File: src/rtl/ether_tx_pkg.sv
// ether_tx_pkg
//   Shared types and helpers for the Ethernet TX frame arbiter.
//   - state_t  : arbiter FSM states
//   - DEF_*    : default parameter values for ether_tx_arbiter
//   - keep_w() : TKEEP width for a given TDATA width
//   - cnt_w()  : word-counter width able to hold 0..max_words
//   - rr_pick(): round-robin search over up to 8 request lines
//   - rr_next(): next round-robin start index after a grant
package ether_tx_pkg;

    typedef enum logic [1:0] {
        IDLE  = 2'd0,
        SEND  = 2'd1,
        DRAIN = 2'd2,
        GAP   = 2'd3
    } state_t;

    localparam int DEF_NUM_CH          = 4;
    localparam int DEF_TDATA_WIDTH     = 64;
    localparam int DEF_MAX_FRAME_WORDS = 128;
    localparam int DEF_GAP_CYCLES      = 2;

    function automatic int keep_w(input int tdata_width);
        return tdata_width / 8;
    endfunction

    function automatic int cnt_w(input int max_words);
        return $clog2(max_words + 1);
    endfunction

    localparam int KEEP_W = keep_w(DEF_TDATA_WIDTH);
    localparam int CNT_W  = cnt_w(DEF_MAX_FRAME_WORDS);

    // Returns {hit, index}: first set bit of req[0..n-1], scanning upward
    // from start and wrapping. The scan runs backwards so the nearest
    // candidate to start is the last one written and therefore wins.
    function automatic logic [3:0] rr_pick(input logic [7:0] req,
                                           input logic [2:0] start,
                                           input int         n);
        logic [3:0] res;
        int         idx;
        res = '0;
        for (int k = 7; k >= 0; k--) begin
            if (k < n) begin
                idx = (int'(start) + k) % n;
                if (req[idx[2:0]]) res = {1'b1, idx[2:0]};
            end
        end
        return res;
    endfunction

    function automatic logic [2:0] rr_next(input logic [2:0] idx, input int n);
        return (int'(idx) == n - 1) ? 3'd0 : idx + 3'd1;
    endfunction

endpackage

File: src/rtl/axis_skid_reg.sv
// axis_skid_reg
//   Two-entry AXI-Stream register slice. The output is fully registered and
//   in_ready depends only on local state, which cuts the ready path from the
//   MAC back to the channel sources.
//   Ports:
//     clk, rst              : clock, synchronous active-high reset
//     in_data/valid/ready   : upstream stream
//     out_data/valid/ready  : downstream stream (registered)
//   Handshake: a word moves when valid and ready are both high at a rising
//   edge; valid never waits on ready, and data holds while valid && !ready.
module axis_skid_reg #(
    parameter int W = 74
) (
    input  logic         clk,
    input  logic         rst,
    input  logic [W-1:0] in_data,
    input  logic         in_valid,
    output logic         in_ready,
    output logic [W-1:0] out_data,
    output logic         out_valid,
    input  logic         out_ready
);

    logic [W-1:0] skid_data;
    logic         skid_valid;

    // Accept whenever the spare entry is free; a word arriving during a stall
    // parks there and ready drops the following cycle.
    assign in_ready = ~skid_valid;

    always_ff @(posedge clk) begin
        if (rst) begin
            out_data   <= '0;
            out_valid  <= 1'b0;
            skid_data  <= '0;
            skid_valid <= 1'b0;
        end else if (!out_valid || out_ready) begin
            // Output register is free this cycle: refill from the spare entry
            // first so ordering is preserved.
            if (skid_valid) begin
                out_data   <= skid_data;
                out_valid  <= 1'b1;
                skid_valid <= 1'b0;
            end else begin
                out_valid <= in_valid;
                if (in_valid) out_data <= in_data;
            end
        end else if (in_valid && in_ready) begin
            skid_data  <= in_data;
            skid_valid <= 1'b1;
        end
    end

endmodule

File: src/rtl/ether_tx_arbiter.sv
// ether_tx_arbiter
//   Round-robin frame scheduler sharing one TX AXI-Stream path among NUM_CH
//   sources. One channel is granted per frame; frames longer than
//   MAX_FRAME_WORDS are cut (TLAST+TUSER) and the rest is drained; GAP_CYCLES
//   idle cycles follow every emitted TLAST.
//   Ports:
//     TX_ACLK, TX_ARESET          : clock, synchronous active-high reset
//     CH_TDATA/TKEEP/TVALID/TLAST : packed per-channel source streams
//     CH_TREADY                   : per-channel accept (one-hot or zero)
//     TX_M_AXIS_*                 : registered MAC stream, TUSER = truncated
//     GRANT_CH                    : currently granted channel
//     BUSY                        : FSM not in IDLE
//     TRUNC_CNT                   : saturating truncated-frame count
//   Handshake: every stream transfers a word when TVALID and TREADY are both
//   high at a rising edge; TVALID never depends on TREADY and payload holds
//   while TVALID && !TREADY.
module ether_tx_arbiter
    import ether_tx_pkg::*;
#(
    parameter int NUM_CH          = DEF_NUM_CH,
    parameter int TDATA_WIDTH     = DEF_TDATA_WIDTH,
    parameter int MAX_FRAME_WORDS = DEF_MAX_FRAME_WORDS,
    parameter int GAP_CYCLES      = DEF_GAP_CYCLES
) (
    input  logic                            TX_ACLK,
    input  logic                            TX_ARESET,
    input  logic [NUM_CH*TDATA_WIDTH-1:0]   CH_TDATA,
    input  logic [NUM_CH*TDATA_WIDTH/8-1:0] CH_TKEEP,
    input  logic [NUM_CH-1:0]               CH_TVALID,
    input  logic [NUM_CH-1:0]               CH_TLAST,
    output logic [NUM_CH-1:0]               CH_TREADY,
    output logic [TDATA_WIDTH-1:0]          TX_M_AXIS_TDATA,
    output logic [TDATA_WIDTH/8-1:0]        TX_M_AXIS_TKEEP,
    output logic                            TX_M_AXIS_TVALID,
    output logic                            TX_M_AXIS_TLAST,
    output logic                            TX_M_AXIS_TUSER,
    input  logic                            TX_M_AXIS_TREADY,
    output logic [2:0]                      GRANT_CH,
    output logic                            BUSY,
    output logic [15:0]                     TRUNC_CNT
);

    localparam int KW = keep_w(TDATA_WIDTH);
    localparam int CW = cnt_w(MAX_FRAME_WORDS);
    localparam int SW = TDATA_WIDTH + KW + 2;

    state_t        state;
    logic [2:0]    grant;
    logic [2:0]    rr_ptr;      // channel the next search starts from
    logic [CW-1:0] word_cnt;    // words accepted so far in this frame
    logic [3:0]    gap_cnt;
    logic [15:0]   trunc_cnt;
    logic          busy;

    logic                   pick_hit;
    logic [2:0]             pick_idx;
    logic [TDATA_WIDTH-1:0] g_data;
    logic [KW-1:0]          g_keep;
    logic                   g_valid;
    logic                   g_last;
    logic                   g_ready;
    logic                   xfer;
    logic                   at_max;
    logic                   in_last;
    logic                   in_user;
    logic                   skid_in_ready;
    logic [SW-1:0]          skid_in;
    logic [SW-1:0]          skid_out;

    always_comb begin
        {pick_hit, pick_idx} = rr_pick(8'(CH_TVALID), rr_ptr, NUM_CH);
    end

    // Granted-channel mux.
    always_comb begin
        g_data  = '0;
        g_keep  = '0;
        g_valid = 1'b0;
        g_last  = 1'b0;
        for (int i = 0; i < NUM_CH; i++) begin
            if (grant == 3'(i)) begin
                g_data  = CH_TDATA[i*TDATA_WIDTH +: TDATA_WIDTH];
                g_keep  = CH_TKEEP[i*KW +: KW];
                g_valid = CH_TVALID[i];
                g_last  = CH_TLAST[i];
            end
        end
    end

    // DRAIN discards words, so it accepts regardless of the skid state.
    assign g_ready = ((state == SEND) && skid_in_ready) || (state == DRAIN);
    assign xfer    = g_valid && g_ready;

    always_comb begin
        CH_TREADY = '0;
        for (int i = 0; i < NUM_CH; i++) begin
            if (grant == 3'(i)) CH_TREADY[i] = g_ready;
        end
    end

    // The word being accepted is word number MAX_FRAME_WORDS.
    assign at_max  = (word_cnt == CW'(MAX_FRAME_WORDS - 1));
    assign in_last = g_last || at_max;
    assign in_user = at_max && !g_last;
    assign skid_in = {g_data, g_keep, in_last, in_user};

    axis_skid_reg #(
        .W (SW)
    ) u_skid (
        .clk       (TX_ACLK),
        .rst       (TX_ARESET),
        .in_data   (skid_in),
        .in_valid  ((state == SEND) && g_valid),
        .in_ready  (skid_in_ready),
        .out_data  (skid_out),
        .out_valid (TX_M_AXIS_TVALID),
        .out_ready (TX_M_AXIS_TREADY)
    );

    assign {TX_M_AXIS_TDATA, TX_M_AXIS_TKEEP, TX_M_AXIS_TLAST, TX_M_AXIS_TUSER} = skid_out;

    always_ff @(posedge TX_ACLK) begin
        if (TX_ARESET) begin
            state     <= IDLE;
            grant     <= 3'd0;
            rr_ptr    <= 3'd0;
            word_cnt  <= '0;
            gap_cnt   <= '0;
            trunc_cnt <= '0;
            busy      <= 1'b0;
        end else begin
            case (state)
                IDLE: begin
                    if (pick_hit) begin
                        grant    <= pick_idx;
                        rr_ptr   <= rr_next(pick_idx, NUM_CH);
                        word_cnt <= '0;
                        state    <= SEND;
                        busy     <= 1'b1;
                    end
                end
                SEND: begin
                    if (xfer) begin
                        word_cnt <= word_cnt + CW'(1);
                        if (g_last) begin
                            gap_cnt <= '0;
                            if (GAP_CYCLES == 0) begin
                                state <= IDLE;
                                busy  <= 1'b0;
                            end else begin
                                state <= GAP;
                            end
                        end else if (at_max) begin
                            if (trunc_cnt != 16'hFFFF) trunc_cnt <= trunc_cnt + 16'd1;
                            state <= DRAIN;
                        end
                    end
                end
                DRAIN: begin
                    if (xfer && g_last) begin
                        gap_cnt <= '0;
                        if (GAP_CYCLES == 0) begin
                            state <= IDLE;
                            busy  <= 1'b0;
                        end else begin
                            state <= GAP;
                        end
                    end
                end
                GAP: begin
                    // Nothing enters the slice in GAP, so an empty output means
                    // the TLAST word has left; only then does the gap count.
                    if (!TX_M_AXIS_TVALID) begin
                        if (gap_cnt == 4'(GAP_CYCLES - 1)) begin
                            state <= IDLE;
                            busy  <= 1'b0;
                        end else begin
                            gap_cnt <= gap_cnt + 4'd1;
                        end
                    end
                end
                default: begin
                    state <= IDLE;
                    busy  <= 1'b0;
                end
            endcase
        end
    end

    assign GRANT_CH  = grant;
    assign BUSY      = busy;
    assign TRUNC_CNT = trunc_cnt;

endmodule
File: config.mk
export PLATFORM = sky130hd
export DESIGN_NAME = ether_tx_arbiter
export DESIGN_NICKNAME = d
export VERILOG_FILES = /design/src/rtl/ether_tx_pkg.sv /design/src/rtl/axis_skid_reg.sv /design/src/rtl/ether_tx_arbiter.sv
export SDC_FILE = /design/constraint.sdc
export NUM_CORES = 1
export LEC_CHECK = 0
export ABC_CLOCK_PERIOD_IN_PS = 2800
export BUFFER_PORTS_ARGS = -buffer_cell sky130_fd_sc_hd__buf_2
export CAP_MARGIN = 5
export CORE_MARGIN = 8
export CORE_UTILIZATION = 32
export CTS_CLUSTER_SIZE = 14
export DETAILED_ROUTE_END_ITERATION = 12
export MAX_ROUTING_LAYER = met4
export SETUP_SLACK_MARGIN = 0.5
export SLEW_MARGIN = 10
export SYNTH_ARGS = -nofsm -noshare
export SYNTH_HDL_FRONTEND = slang
export SYNTH_SLANG_ARGS = --single-unit
File: constraint.sdc
create_clock -name TX_ACLK -period 2.8 [get_ports TX_ACLK]
set_clock_uncertainty 0.1 [all_clocks]
set_input_delay 0.14 -clock TX_ACLK [delete_from_list [all_inputs] [get_ports TX_ACLK]]
set_output_delay 0.14 -clock TX_ACLK [all_outputs]
set_load 0.02 [all_outputs]
==> metrics.md, run 1 <==
| Metric | Value |
|---|---|
| Post-Synthesis Cells | 1094 |
| Initial core utilization | 32.3% |
| Period minus WS final | 2.26 ns |
| Max-Cap Viols | 0 |
| Crit start category | register |
| Combinational power share | 41.8% |
| Multiplexer area fraction after synthesis | 18.4% |
| Final setup vio count | 0 |
| Rel. slew slack | 45.5% |
| Die height | 189 um |
| Multi-input logic area | 5490 sq um |
| Wire length per cell | 17.5 um |
| Sequential area share after synthesis | 38.7% |
| Skew-Pair Late Insertion Delay | 0.42 ns |
| Main synth FF type | dfxtp_1 |
| H-tree depth | 4 |
| Crit path cell chain | mux4_2, nand3b_4, or2_4, nor4_4, mux2_4 |
| Post-DRT Antenna Nets | 0 |
| F_max | 443 MHz |
| Layout Utilization | 42.4% |
| IO buf count | 396 |
| WHS | 0.0992 ns |
| Hold crit path type | in2reg |
| TritonCTS Buffers | 17 |
| Crit path max fanout | 8 |
| Final #Nets | 1741 |
| Clk pwr share | 24.5% |
| Clock buffer depth | 2 |
| First-pass GRT wire length | 51100 um |
| Final WS setup | 0.544 ns |
| WP data required | 3.02 ns |
| Hold path start | CH_TDATA[148] |
| Post-DR vias/cell | 5.13 |
| CTS Sinks | 185 |
| YS warnings | 0 |
| Placer Congestion | 0.872 |
| Power Internal | 5.97 mW |
| CP arrival | 2.47 ns |
| Post-Syn Area | 9560 sq um |
| Design area | 12500 sq um |
| Post-synth EDFFs | 0 |
| Initial DRC Count | 533 |
| Sequential cell area | 3710 sq um |
| RSZ-0062 raised after global routing | true |
| Fin. max-slew vios | 0 |
| Ys async rst share | 0% |
| GRT Overall Usage | 18.0% |
| Post-synthesis simple-gate area fraction | 21.3% |
| P&R area growth vs syn | 31.0% |
| Congestion Overflow GR | 0 |
| Worst slew pin tran | 0.818 ns |
| Outcome | complete, no violations |
| Vias in the first global route | 9485 |
| Critical path type | reg2reg |
| Routed WL | 32100 um |
| Pleak | 5.03 nW |
| CP peak stage delay | 0.55 ns |
| Reg-to-reg slack, setup | 0.54 ns |
| Worst R2R Path Depth | 5 |
| First-pass iteration count of the detailed router | 5 |
| Core area | 29600 sq um |
| # fillers | 2998 |
| Mapped Nets | 1402 |
| Total net switching power | 3.70 mW |
| CTS root buf | clkbuf_16 |
| WHS Path Cells | 4 |
| CP max-delay cell | mux4_2 |
| Synth Area in Compound Gates | 15.1% |
| Share of layout cells above drive strength 1 | 37.6% |
| Clock transition at the registers of the reported paths | 0.08 ns |
| # DRC | 0 |
| Largest family of logic cells by synthesized area | simple AND/OR/NAND/NOR gates |
| Die area | 35700 sq um |
| DP Area | 11800 sq um |
| Seq pwr share | 33.7% |
| Count of non-filler cells in the finished layout | 1838 |
| Vias after detailed routing | 9435 |
| Switch share | 38.3% |
| Worst hold endpoint | u_skid.skid_data[30]$_SDFFE_PP0P_ |
| Final-report hold violation count | 0 |
| CTS tree | built |
| DP Cell Count | 1796 |
| Ports | 398 |
| Final period util | 80.6% |
| Post-synthesis register bit count | 185 |
| Setup TNS | 0 ns |
| CP Capture Type | register |
| Worst Path Buf+Inv | 0 |
| Largest net degree at the start of global routing | 87 |
| Dpl ws | 0.214 ns |
| CP top delay family | multiplexers |
| Power per Cell Area | 772 nW/um^2 |
| # rows | 63 |
| Post-Synth Adder-Cell Area | 1.18% |
| Initial antenna violation count | 2 |
| Total power | 9.66 mW |
| Dpl hpwl | 23400 um |
| Synth unique cells | 52 |
| Reg-to-reg endpoint | TRUNC_CNT[8]$_SDFFE_PP0P_ |
| Maximum VDD drop | 327 uV |
| Worst r2r src | GRANT_CH[0]$_SDFFE_PP0P_ |
| Synth Area in XOR/XNOR | 0.641% |
| Synth Area per Inst | 8.74 sq um |
| Die W | 189 um |
power by group through the flow:
stage                     combinational (mW)  clock [mW]  sequential, mW
after floorplan                         2.44           0            3.70
after global placement                  3.96           0            3.31
after detailed placement                4.01           0            3.32
after CTS                               4.03        2.46            3.26
after global routing                    4.48        2.56            3.31
final                                   4.04        2.37            3.26
layout by cell type (no fill, tap or decap), drive strengths merged, types with 4 or more instances in the layout:
cell type / n
nand2b: 6
inv: 18
or4: 9
mux2i: 6
or3: 5
dfxtp: 185
clkbuf: 19
ha: 9
o31ai: 11
a21oi: 101
nand4: 6
nor2b: 4
and3: 6
buf: 414
nor3: 8
nor4: 5
nor3b: 5
nand3: 11
nor2: 99
mux4: 74
clkinv: 5
or2: 4
o21ai: 13
a311oi: 73
xnor2: 7
nand2: 306
worst max-delay path by stage:
stage,from,end,slack (ns),cells after the start
after CTS,GRANT_CH[0]$_SDFFE_PP0P_,TRUNC_CNT[8]$_SDFFE_PP0P_,0.45,5
final,GRANT_CH[0]$_SDFFE_PP0P_,TRUNC_CNT[8]$_SDFFE_PP0P_,0.54,5
after floorplan,GRANT_CH[0]$_SDFFE_PP0P_,TRUNC_CNT[8]$_SDFFE_PP0P_,0.42,7
after global routing,state[0]$_SDFFE_PP0P_,TRUNC_CNT[8]$_SDFFE_PP0P_,0.48,7
after global placement,GRANT_CH[0]$_SDFFE_PP0P_,TRUNC_CNT[8]$_SDFFE_PP0P_,0.24,5
after detailed placement,GRANT_CH[0]$_SDFFE_PP0P_,TRUNC_CNT[8]$_SDFFE_PP0P_,0.21,5
tightest hold or removal path, stage by stage:
cell,delay (ns)
buf_2,0.07
mux4_2,0.23
nand2_1,0.05
a21oi_1,0.10
registers in the layout, indices dropped and copies added (netlist names):
register           cells
u_skid.out_data       74
state                  2
GRANT_CH               2
rr_ptr                 2
word_cnt               8
BUSY                   1
u_skid.out_valid       1
TRUNC_CNT             16
u_skid.skid_valid      1
gap_cnt                4
u_skid.skid_data      74
routing by layer:
layer	vias to the layer above	GRT usage [%]	part of all wire, %
met2	381	29.3	48
met3	29	4.23	7.0
met1	4420	21.9	43
met5	-	-	0
met4	0	5.38	1.9
li1	4605	-	-
kinds of logic (layout without fill, tap and decap cells):
logic type | count (synthesis) | after routing
compound gates | 217 | 217
xor+xnor | 7 | 7
fa+ha+maj | 9 | 9
buf+inv | 109 | 459
flops | 185 | 185
mux | 83 | 83
other cells | 1 | 3
simple gates | 483 | 485
cell type report:
cell class,instances,share of cell area [%]
multi-input combinational,802,43.8
antenna,2,0.0400
sequential,185,29.7
inverter,11,0.330
tap,390,3.90
clock inverter,13,0.999
timing repair buffer,416,17.6
clock buffer,19,3.62
what timing repair did:
item                                    in CTS  in global routing
pin swaps                                    0                  1
hold endpoints to repair                    13                  0
endpoints found under the setup margin      61                100
resized for setup                            5                 15
cloned                                       0                  2
buffers inserted                             0                  4
hold buffers                                 2                  0
synth_stat cells (all sizes together) (3+ instances only):
cell type	count	area share (%)
ha	9	1.2
buf	15	0.89
o31ai	11	0.86
nor3	8	0.42
xnor2	7	0.64
nand3	11	0.58
dfxtp	185	39
a311oi	73	6.7
inv	11	0.43
or3	5	0.33
nor2	99	3.9
o21ai	13	0.68
and3	6	0.39
a221oi	3	0.27
clkbuf	83	3.3
nor2b	4	0.26
nand2b	6	0.39
nand4	6	0.39
and2	3	0.20
mux2i	6	0.63
mux2	3	0.35
mux4	74	17
nor4	5	0.33
a211oi	3	0.24
or4	9	0.71
nand2	306	12
nor3b	5	0.39
a21oi	101	5.3
Power figures use the tool's default switching activity.
==> run 2, diff against run 1 <==
--- a/config.mk
+++ b/config.mk
@@ -5,7 +5,8 @@
 export SDC_FILE = /design/constraint.sdc
 export NUM_CORES = 1
 export LEC_CHECK = 0
-export ABC_CLOCK_PERIOD_IN_PS = 2800
+export ABC_AREA = 1
+export ABC_CLOCK_PERIOD_IN_PS = 2000
 export BUFFER_PORTS_ARGS = -buffer_cell sky130_fd_sc_hd__buf_2
 export CAP_MARGIN = 5
 export CORE_MARGIN = 8
==> constraint.sdc (replaced) <==
create_clock -name TX_ACLK -period 2 [get_ports TX_ACLK]
set_clock_uncertainty 0.1 [all_clocks]
set_input_delay 0.1 -clock TX_ACLK [delete_from_list [all_inputs] [get_ports TX_ACLK]]
set_output_delay 0.1 -clock TX_ACLK [all_outputs]
set_load 0.02 [all_outputs]
==> run 2 against run 1 <==
The run now ends with hold timing left. Fmax is 23% higher. Largest power group unchanged. Highest routed layer unchanged. First-iteration DRC count is 60% higher. Clock power is 61% higher. Worst hold slack worse by 0.22 ns. Cell count is 38% higher. Critical path depth is 5 higher. Critical path type unchanged.
==> metrics.md, run 2 <==
| Metric | Value |
|---|---|
| Outcome | finished, violations left |
| Failing checks | hold timing |
| Final setup vio count | 0 |
| Initial antenna violation count | 0 |
| Final-report hold violation count | 2 |
| # DRC | 0 |
| Reg-to-reg slack, setup | 0.16 ns |
| Post-DRT Antenna Nets | 0 |
| Sequential area share after synthesis | 36.8% |
| Setup TNS | 0 ns |
| Worst r2r src | GRANT_CH[0]$_SDFFE_PP0P_ |
| CTS Sinks | 185 |
| Crit start category | register |
| Main synth FF type | dfxtp_1 |
| Die height | 193 um |
| Maximum VDD drop | 754 uV |
| H-tree depth | 4 |
| Clock buffer depth | 2 |
| Die area | 37400 sq um |
| CTS root buf | clkbuf_16 |
| WP data required | 2.23 ns |
| Initial core utilization | 32.2% |
| Ports | 398 |
| Post-synth EDFFs | 0 |
| Fin. max-slew vios | 0 |
| Layout Utilization | 55.7% |
| TritonCTS Buffers | 17 |
| Synth unique cells | 36 |
| Wire length per cell | 19.4 um |
| Clock transition at the registers of the reported paths | 0.08 ns |
| CTS tree | built |
| Dpl hpwl | 28800 um |
| Congestion Overflow GR | 0 |
| Initial DRC Count | 855 |
| Share of layout cells above drive strength 1 | 37.7% |
| Final #Nets | 2432 |
| Core area | 31300 sq um |
| Post-synthesis register bit count | 185 |
| Vias after detailed routing | 13400 |
| Routed WL | 49200 um |
| CP Launch Point | GRANT_CH[0]$_SDFFE_PP0P_ |
| # rows | 65 |
| First-pass GRT wire length | 69900 um |
| Pleak | 7.95 nW |
| Critical path type | reg2reg |
| Rel. slew slack | 46.8% |
| Vias in the first global route | 12800 |
| Synth area leader | dfxtp_1 |
| Final period util | 92.0% |
| Placer Congestion | 0.881 |
| RSZ-0062 raised after global routing | true |
| CP arrival | 2.07 ns |
| Max-Cap Viols | 0 |
| WHS | -0.118 ns |
| IO buf count | 396 |
| Most numerous cell in the Yosys netlist | nand2_1 |
| Worst R2R Path Depth | 10 |
| Commonest cells after routing, fill and taps aside | buf_2 (392), nand2_1 (365), dfxtp_1 (173) |
| Hold crit path type | in2reg |
| Most common cell after layout, fill and taps aside | buf_2 |
| GRT Overall Usage | 23.6% |
| Ys async rst share | 0% |
| Post-Synthesis Cells | 1513 |
| Worst slew pin tran | 0.798 ns |
| Period minus WS final | 1.84 ns |
| F_max | 543 MHz |
| Reg-to-reg endpoint | u_skid.out_data[39]$_SDFFE_PP0P_ |
| Setup crit end | u_skid.out_data[39]$_SDFFE_PP0P_ |
| Post-DR vias/cell | 5.27 |
| YS warnings | 0 |
| Mapped Nets | 1821 |
| First-pass iteration count of the detailed router | 6 |
| Total power | 19.6 mW |
| Hold Buf Count CTS | 163 |
| Synth area leaders | dfxtp_1 (37%), nand2_1 (15%), nand3_1 (8.3%) |
| Post-Syn Area | 10100 sq um |
| Power per Cell Area | 1120 nW/um^2 |
| Skew-Pair Late Insertion Delay | 0.43 ns |
| Die W | 193 um |
| Largest net degree at the start of global routing | 72 |
| Top cell type's share of synthesized area | 36.8% |
| CP Capture Type | register |
| Crit path max fanout | 8 |
| Synth Area per Inst | 6.66 sq um |
| P&R area growth vs syn | 73.1% |
| Commonest cells post-synth | nand2_1 (405), nor2_1 (187), dfxtp_1 (185) |
-- run 2: cell types whose count changed in the layout (fill, tap and decap cells not counted), moves of 39 or more --
| cell | delta |
|---|---|
| nand3_1 | +127 |
| a21oi_1 | -43 |
| a311oi_1 | -73 |
| dlygate4sd3_1 | +161 |
| buf_4 | +50 |
| o211a_1 | +39 |
| mux4_2 | -74 |
| o21ai_1 | +39 |
| nand2_1 | +59 |
| nor2_1 | +65 |
| o21ai_0 | +67 |
-- run 2: kinds of logic after synthesis --
kind of cell	synth area share, %
AND/OR/NAND/NOR	35.2
AO/OA/AOI/OAI	18.0
buffers and inverters	7.13
flip-flops	36.8
XOR/XNOR	1.74
adder cells (fa/ha/maj)	1.12
other	0.0372
-- run 2: final cells by class --
class	instances	area, sq um
timing repair buffer	704	5630
fill	2836	13900
clock inverter	15	229
antenna	1	2.50
inverter	57	283
timing repair inverter	1	11.3
clock buffer	17	425
sequential	185	3730
multi-input combinational	1158	6610
tap	402	503
-- run 2: how the worst min path moves through the flow --
stage	start	endpoint	slack [ns]	cells after the start
2_1_floorplan	CH_TDATA[130]	u_skid.skid_data[12]$_SDFFE_PP0P_	0.18	2
3_3_place_gp	CH_TDATA[140]	u_skid.skid_data[22]$_SDFFE_PP0P_	0.29	3
3_5_place_dp	CH_TDATA[154]	u_skid.skid_data[36]$_SDFFE_PP0P_	0.29	3
4_1_cts	TX_M_AXIS_TREADY	u_skid.skid_valid$_SDFFE_PP0P_	-0.16	4
5_1_grt	TX_M_AXIS_TREADY	u_skid.skid_valid$_SDFFE_PP0P_	-0.11	4
6_report	TX_M_AXIS_TREADY	u_skid.skid_valid$_SDFFE_PP0P_	-0.12	4
-- run 2: routing by layer --
metal | track usage (%) | vias to the layer above | wire length [um]
li1 | - | 6330 | -
met1 | 27.6 | 6324 | 20800
met2 | 39.9 | 618 | 24200
met3 | 4.37 | 102 | 2740
met4 | 8.58 | 0 | 1490
met5 | - | - | 0
-- run 2: timing repair --
action | CTS | global route
setup buffers | 37 | 26
pin swaps | 51 | 59
gates cloned | 8 | 23
endpoints found under the setup margin | 188 | 190
resized for setup | 117 | 235
endpoints found under the hold margin | 74 | 2
-- run 2: critical path: stages (launching register included) --
cell and delay [ns]:
dfxtp_4 0.44, nand2_4 0.08, inv_4 0.09, nand2_4 0.06, nand2_4 0.10, a21oi_4 0.07
nor2_4 0.18, clkbuf_16 0.24, clkbuf_16 0.19, nand3_2 0.07, o211a_1 0.11
-- run 2: per-stage QoR --
| step | instance area (sq um) | hold WS (ns) | setup slack, ns | cells |
|---|---|---|---|---|
| detailed placement | 12800 | 0.295 | 0.117 | 2250 |
| global route | 17400 | -0.110 | 0.0712 | 2539 |
| global placement | 12800 | 0.288 | 0.135 | 2250 |
| CTS | 16000 | -0.156 | 0.171 | 2490 |
| floorplan | 10400 | 0.175 | 0.219 | 1513 |
| finish | 17400 | -0.118 | 0.160 | 2540 |
-- run 2: power by group --
group | total (mW) | switching [mW] | leakage [nW] | internal (mW)
logic | 11.0 | 6.31 | 6.13 | 4.71
registers | 4.74 | 0.458 | 1.51 | 4.29
clock network | 3.82 | 1.66 | 0.316 | 2.16
==> run 3, diff against run 2 <==
--- a/config.mk
+++ b/config.mk
@@ -5,7 +5,6 @@
 export SDC_FILE = /design/constraint.sdc
 export NUM_CORES = 1
 export LEC_CHECK = 0
-export ABC_AREA = 1
 export ABC_CLOCK_PERIOD_IN_PS = 2000
 export BUFFER_PORTS_ARGS = -buffer_cell sky130_fd_sc_hd__buf_2
 export CAP_MARGIN = 5
@@ -14,6 +13,7 @@
 export CTS_CLUSTER_SIZE = 14
 export DETAILED_ROUTE_END_ITERATION = 12
 export MAX_ROUTING_LAYER = met4
+export PLACE_DENSITY = 0.61
 export SETUP_SLACK_MARGIN = 0.5
 export SLEW_MARGIN = 10
 export SYNTH_ARGS = -nofsm -noshare
==> run 3 against run 2 <==
The flow finishes with violations (setup timing). Die area is 4.7% lower. Critical path type unchanged. Clock power decreased by 6.3%. Critical endpoint is now TRUNC_CNT[4]$_SDFFE_PP0P_. Via count fell by 21%. Largest power group unchanged. Non-clock buffer count is 130 lower. Global-route usage decreased by 2.1 points. First-iteration DRC count shrank 38%. Wire length down 18%.
==> metrics.md, run 3 (same netlist as run 1, synthesis figures left out) <==
| Metric | Value |
|---|---|
| Multi-input logic area | 6850 sq um |
| Sequential cell area | 3720 sq um |
| Post-DRT Antenna Nets | 0 |
| Crit path cell chain | mux4_2, nand3b_4, or2_4, buf_12, buf_6, or3_4, a21oi_1 |
| Core area | 29600 sq um |
| CP top delay family | simple AND/OR/NAND/NOR gates |
| GRT Overall Usage | 21.4% |
| Hold path start | TX_M_AXIS_TREADY |
| Reg-to-reg endpoint | TRUNC_CNT[4]$_SDFFE_PP0P_ |
| Die height | 189 um |
| Final-report hold violation count | 0 |
| Largest net degree at the start of global routing | 84 |
| Worst slew pin tran | 0.599 ns |
| H-tree depth | 4 |
| Worst R2R Path Depth | 7 |
| Layout Utilization | 55.7% |
| Hold crit path type | in2reg |
| Rel. slew slack | 60.0% |
| F_max | 450 MHz |
| Dpl ws | -0.288 ns |
| Initial antenna violation count | 0 |
| Outcome | finished, violations left |
| Congestion Overflow GR | 0 |
| Clock transition at the registers of the reported paths | 0.08 ns |
| Placer Congestion | 0.876 |
| CP max-delay cell | mux4_2 |
| CTS Sinks | 185 |
| Crit start category | register |
| CP Capture Type | register |
| Worst Path Buf+Inv | 2 |
| RSZ-0062 raised after global routing | true |
| Worst hold endpoint | u_skid.skid_valid$_SDFFE_PP0P_ |
| CTS tree | built |
| Period minus WS final | 2.22 ns |
| CP arrival | 2.50 ns |
| WHS Path Cells | 3 |
| IO buf count | 396 |
| Critical path type | reg2reg |
| Setup TNS | -21.68 ns |
| Share of layout cells above drive strength 1 | 59.7% |
| Reg-to-reg slack, setup | -0.22 ns |
| Post-DR vias/cell | 5.31 |
| Die W | 189 um |
| First-pass GRT wire length | 59600 um |
| CTS root buf | clkbuf_16 |
| CP peak stage delay | 0.51 ns |
| WP data required | 2.27 ns |
| Diodes inserted | 0 |
| Final #Nets | 1897 |
| Vias after detailed routing | 10600 |
| Wire length per cell | 20.3 um |
| # DRC | 0 |
| Initial DRC Count | 531 |
| Worst r2r src | GRANT_CH[0]$_SDFFE_PP0P_ |
| Pleak | 6.60 nW |
| Commonest cells after routing, fill and taps aside | buf_2 (390), nand2_1 (265), dfxtp_1 (176) |
| Final WS setup | -0.223 ns |
| Dpl hpwl | 24500 um |
| Max-Cap Viols | 0 |
| Vias in the first global route | 10800 |
| First-pass iteration count of the detailed router | 5 |
| Routed WL | 40500 um |
| TritonCTS Buffers | 17 |
| P&R area growth vs syn | 72.2% |
| WHS | 0.0152 ns |
| # fillers | 2575 |
| Ports | 398 |
| Clock buffer depth | 2 |
| Die area | 35700 sq um |
| Fin. max-slew vios | 0 |
| Crit path max fanout | 12 |
| Final period util | 111% |
| Initial core utilization | 32.3% |
| # rows | 63 |
| Final setup vio count | 173 |
| Failing checks | setup timing |
| Power per Cell Area | 1100 nW/um^2 |
| Maximum VDD drop | 529 uV |
| Most common cell after layout, fill and taps aside | buf_2 |
| Skew-Pair Late Insertion Delay | 0.44 ns |
| Total power | 18.1 mW |
run 3: worst reg2reg max path, delay by kind of cell (launching register included):
family	cells	cell delay, ns
and+or+nand+nor	3	0.79
buffers and inverters	2	0.28
AOI/OAI and AO/OA	1	0.13
DFF	1	0.36
muxes	1	0.51
run 3: area by class of cell:
cell class,count,share of cell area [%]
Multi-Input combinational cell,800,41.6
Timing Repair Buffer,574,28.8
Sequential cell,185,22.6
Tap cell,390,2.97
Clock buffer,19,2.75
Clock inverter,13,0.966
Inverter,11,0.251
run 3: through the flow:
step,instance area [sq um],instances
3_3_place_gp,12600,1859
2_1_floorplan,10000,1094
6_report,16500,1992
4_1_cts,15300,1963
3_5_place_dp,12600,1859
5_1_grt,16500,1992
run 3: worst max path at each step:
stage	from	to	slack (ns)	depth (start not counted)
2_1_floorplan	GRANT_CH[0]$_SDFFE_PP0P_	TRUNC_CNT[8]$_SDFFE_PP0P_	-0.38	7
3_3_place_gp	GRANT_CH[0]$_SDFFE_PP0P_	TRUNC_CNT[8]$_SDFFE_PP0P_	-0.25	6
3_5_place_dp	GRANT_CH[0]$_SDFFE_PP0P_	TRUNC_CNT[8]$_SDFFE_PP0P_	-0.29	6
4_1_cts	GRANT_CH[0]$_SDFFE_PP0P_	TRUNC_CNT[0]$_SDFFE_PP0P_	-0.22	6
5_1_grt	GRANT_CH[0]$_SDFFE_PP0P_	u_skid.skid_data[24]$_SDFFE_PP0P_	-0.31	11
6_report	GRANT_CH[0]$_SDFFE_PP0P_	TRUNC_CNT[4]$_SDFFE_PP0P_	-0.22	7
run 3: timing repair:
action,4_1_cts,5_1_grt
endpoints found under the setup margin,191,189
buffers inserted,42,20
gates resized for setup,233,183
pin swaps,62,51
endpoints found under the hold margin,35,0
cloned,28,9
hold buffers,2,0
run 3: metal layers:
metal  GRT usage, %  wire (um)  vias to the layer above
met5              -          0                        -
met4           5.47        816                        0
met3           4.95       2550                       51
met2           36.0      20500                      416
met1           25.6      16600                     5161
li1               -          -                     4951
run 3: where the power goes:
group	switching (mW)	internal, mW
logic	4.85	4.99
registers	0.466	4.26
clock network	1.63	1.95
